File: src/rtl/matrix_pkg.sv
// Shared types and constants for the 3x3 matrix multiply controller.
// Matrix memory holds A, B and the result C, addressed by (matrix, row, col).
package matrix_pkg;

  localparam int DIM    = 3;
  localparam int DATA_W = 8;
  localparam int ACC_W  = 18;
  localparam int PROD_W = 2 * DATA_W;

  localparam logic [1:0] MAT_A    = 2'd0;
  localparam logic [1:0] MAT_B    = 2'd1;
  localparam logic [1:0] MAT_C    = 2'd2;
  localparam logic [1:0] LAST_IDX = 2'(DIM - 1);

  typedef enum logic [2:0] {
    IDLE = 3'd0,
    RD_A = 3'd1,
    RD_B = 3'd2,
    WR   = 3'd3,
    DONE = 3'd4
  } state_t;

endpackage

File: src/rtl/matrix_mac.sv
// Multiply-accumulate datapath: holds the A operand, forms the 8x8 product
// and keeps the 18-bit running dot product for one C element.
module matrix_mac
  import matrix_pkg::*;
(
  input  logic              clk,
  input  logic              reset,
  input  logic              clear,
  input  logic              load_a,
  input  logic              acc_en,
  input  logic [DATA_W-1:0] rdata,
  output logic [ACC_W-1:0]  acc,
  output logic [ACC_W-1:0]  sum
);

  logic [DATA_W-1:0] a_reg;
  logic [PROD_W-1:0] prod;

  assign prod = PROD_W'(a_reg) * PROD_W'(rdata);
  // sum is exposed so the controller can register the final element value
  // on the same edge that the last product is accumulated.
  assign sum  = acc + ACC_W'(prod);

  always_ff @(posedge clk or negedge reset) begin
    if (!reset) begin
      a_reg <= '0;
      acc   <= '0;
    end else begin
      if (load_a) a_reg <= rdata;
      if (clear)       acc <= '0;
      else if (acc_en) acc <= sum;
    end
  end

endmodule

File: src/rtl/matrix_mult_ctrl.sv
// Controller computing C = A x B over a shared 3x3 matrix memory, one memory
// access per cycle; all memory-side outputs are registered alongside the state.
module matrix_mult_ctrl
  import matrix_pkg::*;
(
  input  logic              clk,
  input  logic              reset,
  input  logic              start,
  output logic              busy,
  output logic              done,
  output logic              overflow,
  output logic [1:0]        mem_matrix_select,
  output logic [1:0]        mem_row,
  output logic [1:0]        mem_col,
  output logic              mem_write_enable,
  output logic [DATA_W-1:0] mem_write_data,
  input  logic [DATA_W-1:0] mem_read_data,
  output state_t            state
);

  // Memory handshake: no valid/ready; the address registered on entry to a
  // state is live for that whole cycle and read data returns in the same cycle.
  logic [1:0]       i;
  logic [1:0]       j;
  logic [1:0]       k;
  logic [ACC_W-1:0] acc;
  logic [ACC_W-1:0] sum;
  logic             mac_clear;
  logic             mac_load_a;
  logic             mac_acc_en;

  assign mac_clear  = (state == WR) || ((state == IDLE) && start);
  assign mac_load_a = (state == RD_A);
  assign mac_acc_en = (state == RD_B);

  matrix_mac u_mac (
    .clk    (clk),
    .reset  (reset),
    .clear  (mac_clear),
    .load_a (mac_load_a),
    .acc_en (mac_acc_en),
    .rdata  (mem_read_data),
    .acc    (acc),
    .sum    (sum)
  );

  always_ff @(posedge clk or negedge reset) begin
    if (!reset) begin
      state             <= IDLE;
      i                 <= '0;
      j                 <= '0;
      k                 <= '0;
      busy              <= 1'b0;
      done              <= 1'b0;
      overflow          <= 1'b0;
      mem_matrix_select <= '0;
      mem_row           <= '0;
      mem_col           <= '0;
      mem_write_enable  <= 1'b0;
      mem_write_data    <= '0;
    end else begin
      done             <= 1'b0;
      mem_write_enable <= 1'b0;
      mem_write_data   <= '0;
      case (state)
        IDLE: begin
          if (start) begin
            state             <= RD_A;
            i                 <= '0;
            j                 <= '0;
            k                 <= '0;
            overflow          <= 1'b0;
            busy              <= 1'b1;
            mem_matrix_select <= MAT_A;
            mem_row           <= '0;
            mem_col           <= '0;
          end else begin
            busy              <= 1'b0;
            mem_matrix_select <= '0;
            mem_row           <= '0;
            mem_col           <= '0;
          end
        end
        RD_A: begin
          state             <= RD_B;
          mem_matrix_select <= MAT_B;
          mem_row           <= k;
          mem_col           <= j;
        end
        RD_B: begin
          if (k == LAST_IDX) begin
            state             <= WR;
            k                 <= '0;
            mem_matrix_select <= MAT_C;
            mem_row           <= i;
            mem_col           <= j;
            mem_write_enable  <= 1'b1;
            mem_write_data    <= sum[DATA_W-1:0];
          end else begin
            state             <= RD_A;
            k                 <= k + 2'd1;
            mem_matrix_select <= MAT_A;
            mem_row           <= i;
            mem_col           <= k + 2'd1;
          end
        end
        WR: begin
          if (acc > ACC_W'(255)) overflow <= 1'b1;
          if (j == LAST_IDX) begin
            j <= '0;
            if (i == LAST_IDX) begin
              state             <= DONE;
              i                 <= '0;
              busy              <= 1'b0;
              done              <= 1'b1;
              mem_matrix_select <= '0;
              mem_row           <= '0;
              mem_col           <= '0;
            end else begin
              state             <= RD_A;
              i                 <= i + 2'd1;
              mem_matrix_select <= MAT_A;
              mem_row           <= i + 2'd1;
              mem_col           <= '0;
            end
          end else begin
            state             <= RD_A;
            j                 <= j + 2'd1;
            mem_matrix_select <= MAT_A;
            mem_row           <= i;
            mem_col           <= '0;
          end
        end
        DONE: begin
          // start is deliberately not sampled here; only IDLE accepts it.
          state             <= IDLE;
          busy              <= 1'b0;
          mem_matrix_select <= '0;
          mem_row           <= '0;
          mem_col           <= '0;
        end
        default: begin
          state <= IDLE;
          busy  <= 1'b0;
        end
      endcase
    end
  end

endmodule
File: config.mk
export PLATFORM = sky130hd
export DESIGN_NAME = matrix_mult_ctrl
export DESIGN_NICKNAME = d
export VERILOG_FILES = /design/src/rtl/matrix_pkg.sv /design/src/rtl/matrix_mac.sv /design/src/rtl/matrix_mult_ctrl.sv
export SDC_FILE = /design/constraint.sdc
export NUM_CORES = 1
export LEC_CHECK = 0
export CORE_MARGIN = 2
export CORE_UTILIZATION = 26
export DETAILED_ROUTE_END_ITERATION = 8
export GPL_TIMING_DRIVEN = 0
export RECOVER_POWER = 25
export SETUP_SLACK_MARGIN = 0.05
export SLEW_MARGIN = 40
export SYNTH_ARGS = -nofsm -noshare
export SYNTH_HDL_FRONTEND = slang
export SYNTH_SLANG_ARGS = --single-unit
File: constraint.sdc
create_clock -name clk -period 4.7 [get_ports clk]
set_clock_uncertainty 0.05 [all_clocks]
set_input_delay 0.705 -clock clk [delete_from_list [all_inputs] [get_ports clk]]
set_output_delay 0.705 -clock clk [all_outputs]
set_load 0.02 [all_outputs]
# --- Yosys cells after proc, flatten, opt, wreduce, memory -nomap -nowiden ---
# Index checks and enable logic that the tools add are counted.
# W data, S select, Z words.
totals:
  inputBits: 11
  output_inout_bits: 21
  wordCells: 81
  register_bits: 53
classes:
  mul: 1
  reduce_logical: 15
  bitwise_logic: 1
  add_sub_neg: 4
  eq_ne: 11
  mux: 34
  magnitude_cmp: 1
ops:
  columns: ["cell", "n"]
  rows:
  - ["$mux W18", 2]
  - ["$add A18 B16 Y18", 1]
  - ["$gt A18 B8 Y1 const B", 1]
  - ["$mul A8 B8 Y16", 1]
  - ["$mux W2", 8]
  - ["$mux W8", 2]
  - ["$pmux W2 S2", 3]
  - ["$pmux W2 S3", 2]
  - ["$pmux W3 S4", 1]
  - ["$mux W1", 10]
  - ["$mux W3", 3]
  - ["$pmux W2 S4", 1]
  - ["$add A2 B1 Y2 const B", 3]
  - ["$eq A2 B2 Y1 const B", 3]
  - ["$eq A3 B2 Y1 const B", 2]
  - ["$ne A2 B1 Y1 const B", 3]
  - ["$reduce_and A3 Y1", 2]
  - ["$reduce_bool A2 Y1", 3]
  - ["$reduce_and A2 Y1", 2]
  - ["$reduce_bool A4 Y1", 1]
  - ["$reduce_or A2 Y1", 2]
  - ["$eq A3 B1 Y1 const B", 1]
  - ["$eq A3 B3 Y1 const B", 1]
  - ["$logic_not A3 Y1", 1]
  - ["other kinds (8)", 8]

# --- Depth between registers and ports, before layout ---
logic_depth:
  word_depth: 4
  depth_mapped: 19
  ltp_nobuf: 18

# --- Hierarchy ---
# Synthesis repeated with hierarchy kept, for this count alone.
hier_totals:
  cells_unflattened: 510
  area_unflattened_um2: 4916.0
by_module_without_submodules:
  columns: ["mod", "n_inst", "area_per_inst_um2", "cells_per_inst", "seq_area_each_um2"]
  rows:
  - ["matrix_mac", 1, 3664.8, 393, 650.6]
  - ["matrix_mult_ctrl", 1, 1251.2, 117, 675.6]

# --- Worst setup path after synthesis ---
# No wires, ideal clock.
synth_path:
  path_kind: "input to register"
  from: "in mem_read_data[1]"
  to: "reg u_mac.acc[15]"
  path_stages: 17
  path_buffers: 1
  arrival_time_ns: 4.498
  setup_slack_ns: 0.022
  required_time_ns: 4.521
  setup_ns: 0.129
  cell_sequence: "clkbuf_1 > nand2_1 > fa_1 > inv_1 > fa_1 > fa_1 > inv_1 > fa_1 > inv_1 > ha_1 > a21oi_2 > nor2b_2 > nor3_4 > nor3_2 > o41ai_2 > xor2_1 > o21ai_1"
synth_between:
  elab_chain_len: 4
synth_lines:
  columns: ["item", "line_no", "source"]
  rows:
  - ["from (decl)", "matrix_mult_ctrl.sv:17", "input logic [DATA_W-1:0] mem_read_data,"]
  - ["$mul A8 B8 Y16", "matrix_mac.sv:19", "assign prod = PROD_W'(a_reg) * PROD_W'(rdata);"]
  - ["$add A18 B16 Y18", "matrix_mac.sv:22", "assign sum = acc + ACC_W'(prod);"]
  - ["$mux W18", "matrix_mac.sv:31", "else if (acc_en) acc <= sum;"]
  - ["$mux W18", "matrix_mac.sv:30", "if (clear) acc <= '0;"]
  - ["to (signal assigned)", "matrix_mac.sv:31", null]
  - ["to (decl)", "matrix_mac.sv:12", "output logic [ACC_W-1:0] acc,"]
# No other way between the ends. The select of a mux whose other input is x is not followed.
# A chain may end at the register's enable or synchronous reset.

# --- Worst setup path after layout ---
layout_path:
  from: "in mem_read_data[4]"
  to: "reg u_mac.acc[15]"
# Same word-level chain as after synthesis.

==> results.json <==
{
  "run_status": "finished, violations left",
  "failed_checks": "max-capacitance violations",
  "ys_seq_area_share_pct": 27.5,
  "synth_area_per_cell_sq_um": 9.27,
  "die_area_sq_um": 19700,
  "via_count": 3475,
  "worstSetupEndpointType": "register",
  "synth_nets": 621,
  "htree_num_levels": 2,
  "finish.instance_area_sq_um": 5710,
  "floorplan.rows": 49,
  "placement_stage_cell_area_sq_um": 5420,
  "worst_slew_margin_rel_pct": 0.561,
  "crit_path_start": "mem_read_data[4]",
  "drt.antenna.violating_nets": 0,
  "core_area_sq_um": 18100,
  "critPathLaunchType": "input port",
  "period_share_pct": 95.6,
  "setup_violations": 0,
  "synth_edf_count": 0,
  "reg2reg_to": "u_mac.acc[15]",
  "clk_pin_slew_worst_paths_ps": 80,
  "dominantRegCellSynth": "sky130_fd_sc_hd__dfrtp_1",
  "critPathKind": "in2reg",
  "vias_per_cell": 4.42,
  "met3WireLength_um": 219,
  "first_pass_grt_wire_length_mm": 18.1,
  "setup_total_negative_slack_ps": 0,
  "worstHoldEndpoint": "u_mac.acc[4]",
  "design.portCount": 32,
  "buffers_from_clock_root_to_sink_at_most": 2,
  "clk_latency_ps": 290,
  "postRouteWirelength_mm": 10.3,
  "holdCritPathClass": "reg2reg",
  "holdPathStages": 2,
  "wl_met1_mm": 5.02,
  "drive_gt1_share_pct": 12.4,
  "hold_viol_final": 0,
  "layout.nets": 658,
  "post_layout_nonfiller_instances": 787,
  "clock_root_buffer": "sky130_fd_sc_hd__clkbuf_16",
  "critPathRequiredTime_ps": 4810,
  "worst_pin_slew_ps": 1490,
  "place_inst": 779,
  "synthesized_instance_count": 520,
  "cts_hold_buf": 0,
  "gp_congestion": 0.800,
  "synth.ff_latch_count": 53,
  "reg2regPathDepth": 15,
  "crit_arrival_ps": 4600,
  "first_pass_iters": 6,
  "post_synth_num_cell_types": 45,
  "maxUsedRoutingLayer": "met4",
  "regToRegSetupSlack_ps": 240,
  "layout-area-overhead-vs-synth_pct": 18.5,
  "critical_path_peak_fanout": 9,
  "die_x_um": 140,
  "first_iter_violations": 132,
  "rr_startpoint": "u_mac.a_reg[1]",
  "io_buffers": 29,
  "layout_min_cycle_time_ps": 4490,
  "start_util_pct": 26.7,
  "wire_per_inst_um": 13.1,
  "grt_setup_unrepaired": "yes",
  "grt_overflow_total": 0,
  "syn_area_sq_um": 4820,
  "max_freq_mhz": 223,
  "antenna_cells_inserted": 0,
  "clock_sinks": 53,
  "initial_antenna_violation_count": 0,
  "wl_met2_mm": 5.00,
  "dp_hpwl_mm": 8.28,
  "largest_net_degree_at_the_start_of_global_routing": 28,
  "largest_register_ff_count": 18,
  "first_global_vias": 3683,
  "hold_start": "u_mac.acc[4]",
  "number_of_buffers_added_by_the_clock_tree_synthesis_step": 5,
  "timing.max_cap.violations": 1,
  "ys.warnings.count": 0,
  "cts_tree": "built",
  "floorplan.die.height_um": 140,
  "final_max_slew_viol_count": 0,
  "drc": 0,
  "groute.usage.overall_pct": 11.2,
  "asyncSetResetFlopFracSynth_pct": 100
}
## worst max-delay path, stage by stage
cell                      delay [ps]
sky130_fd_sc_hd__buf_4           140
sky130_fd_sc_hd__nand2_1          90
sky130_fd_sc_hd__fa_1            530
sky130_fd_sc_hd__inv_1            50
sky130_fd_sc_hd__fa_1            520
sky130_fd_sc_hd__fa_1            550
sky130_fd_sc_hd__inv_1            60
sky130_fd_sc_hd__fa_1            540
sky130_fd_sc_hd__inv_1            70
sky130_fd_sc_hd__ha_4            300
sky130_fd_sc_hd__nand3_1         110
sky130_fd_sc_hd__a21oi_4         210
sky130_fd_sc_hd__nor3_4           80
sky130_fd_sc_hd__nor3_2          270
sky130_fd_sc_hd__o41ai_2         100
sky130_fd_sc_hd__xor2_1          190
sky130_fd_sc_hd__o21ai_1          90
## Yosys cell counts, types with 2 or more instances
cell type,count,area [sq um]
sky130_fd_sc_hd__inv_1,105,394
sky130_fd_sc_hd__nand2_1,57,214
sky130_fd_sc_hd__dfrtp_1,53,1330
sky130_fd_sc_hd__fa_1,50,1000
sky130_fd_sc_hd__and2_1,42,263
sky130_fd_sc_hd__ha_1,40,500
sky130_fd_sc_hd__nor2_1,24,90.1
sky130_fd_sc_hd__o21ai_0,20,100
sky130_fd_sc_hd__a21oi_1,19,95.1
sky130_fd_sc_hd__a22o_1,14,123
sky130_fd_sc_hd__clkbuf_1,11,41.3
sky130_fd_sc_hd__mux2_2,11,124
sky130_fd_sc_hd__nor2b_1,7,43.8
sky130_fd_sc_hd__nor3_1,6,30.0
sky130_fd_sc_hd__buf_2,5,25.0
sky130_fd_sc_hd__o21ai_1,5,25.0
sky130_fd_sc_hd__xnor2_1,5,43.8
sky130_fd_sc_hd__xor2_1,5,43.8
sky130_fd_sc_hd__a22oi_1,3,22.5
sky130_fd_sc_hd__nand2b_1,3,18.8
sky130_fd_sc_hd__nand3_1,3,15.0
sky130_fd_sc_hd__o21bai_1,3,22.5
sky130_fd_sc_hd__a21oi_2,2,17.5
sky130_fd_sc_hd__a31oi_1,2,12.5
sky130_fd_sc_hd__nor4_1,2,12.5
sky130_fd_sc_hd__nor4b_1,2,17.5
sky130_fd_sc_hd__o22ai_1,2,12.5
sky130_fd_sc_hd__o31ai_1,2,15.0
## metal layers
layer,global-route usage (%),up-vias
li1,-,1715
met1,15.6,1718
met2,18.7,36
met3,1.54,6
met4,1.97,0
met5,0,-
## worst max path at each step
| stage | to | slack [ps] | cells after the start |
|---|---|---|---|
| 3_3_place_gp | u_mac.acc[16] | -920 | 17 |
| 6_report | u_mac.acc[15] | 210 | 17 |
| 5_1_grt | u_mac.acc[15] | 40 | 17 |
| 4_1_cts | u_mac.acc[15] | 50 | 15 |
| 3_5_place_dp | u_mac.acc[17] | -940 | 17 |
| 2_1_floorplan | u_mac.acc[15] | 60 | 17 |
## placed cells by master, fill, tap and decap left out, drive strengths merged, types with 11 or more instances in the layout
cell,synthesis,final
a21oi,21,21
clkbuf,11,16
mux2,11,11
and2,42,42
inv,105,107
o21ai,25,25
a22o,14,14
buf,5,13
clkdlybuf4s50,0,22
ha,40,40
nor2,25,25
dfrtp,53,53
fa,50,50
nand2,57,57
## cells by family after synthesis
kind of cell,Yosys count,share of synthesized area [%]
mux,11,2.57
xor+xnor,10,1.82
flops,53,27.5
simple gates,154,16.2
fa+ha+maj,90,31.1
buf+inv,121,9.55
compound gates,81,11.2
## layout make-up
cell class                 count  area (sq um)
fill                        1839         12400
multi-input combinational    346          3190
sequential                    53          1330
inverter                     105           394
timing repair buffer          32           295
tap                          229           287
clock buffer                   5           125
buffer                        14          63.8
clock inverter                 3          25.0
## per-stage QoR
step / hold WS, ps / worst slack (ps) / utilization [%]
2_1_floorplan: 359 / 60.3 / -
3_3_place_gp: 417 / -921 / 29.9
5_1_grt: 480 / 41.6 / 31.6
4_1_cts: 282 / 50.8 / 30.8
3_5_place_dp: 422 / -937 / 30.0
6_report: 435 / 208 / 31.6
## timing repair
action	CTS	global route
pin swaps	3	19
buffers inserted	0	2
endpoints found under the setup margin	10	7
gates resized for setup	38	37
Power is left out: the tool's default activity adds up to more than one toggle a clock period on the data nets, which glitch-free logic cannot reach.
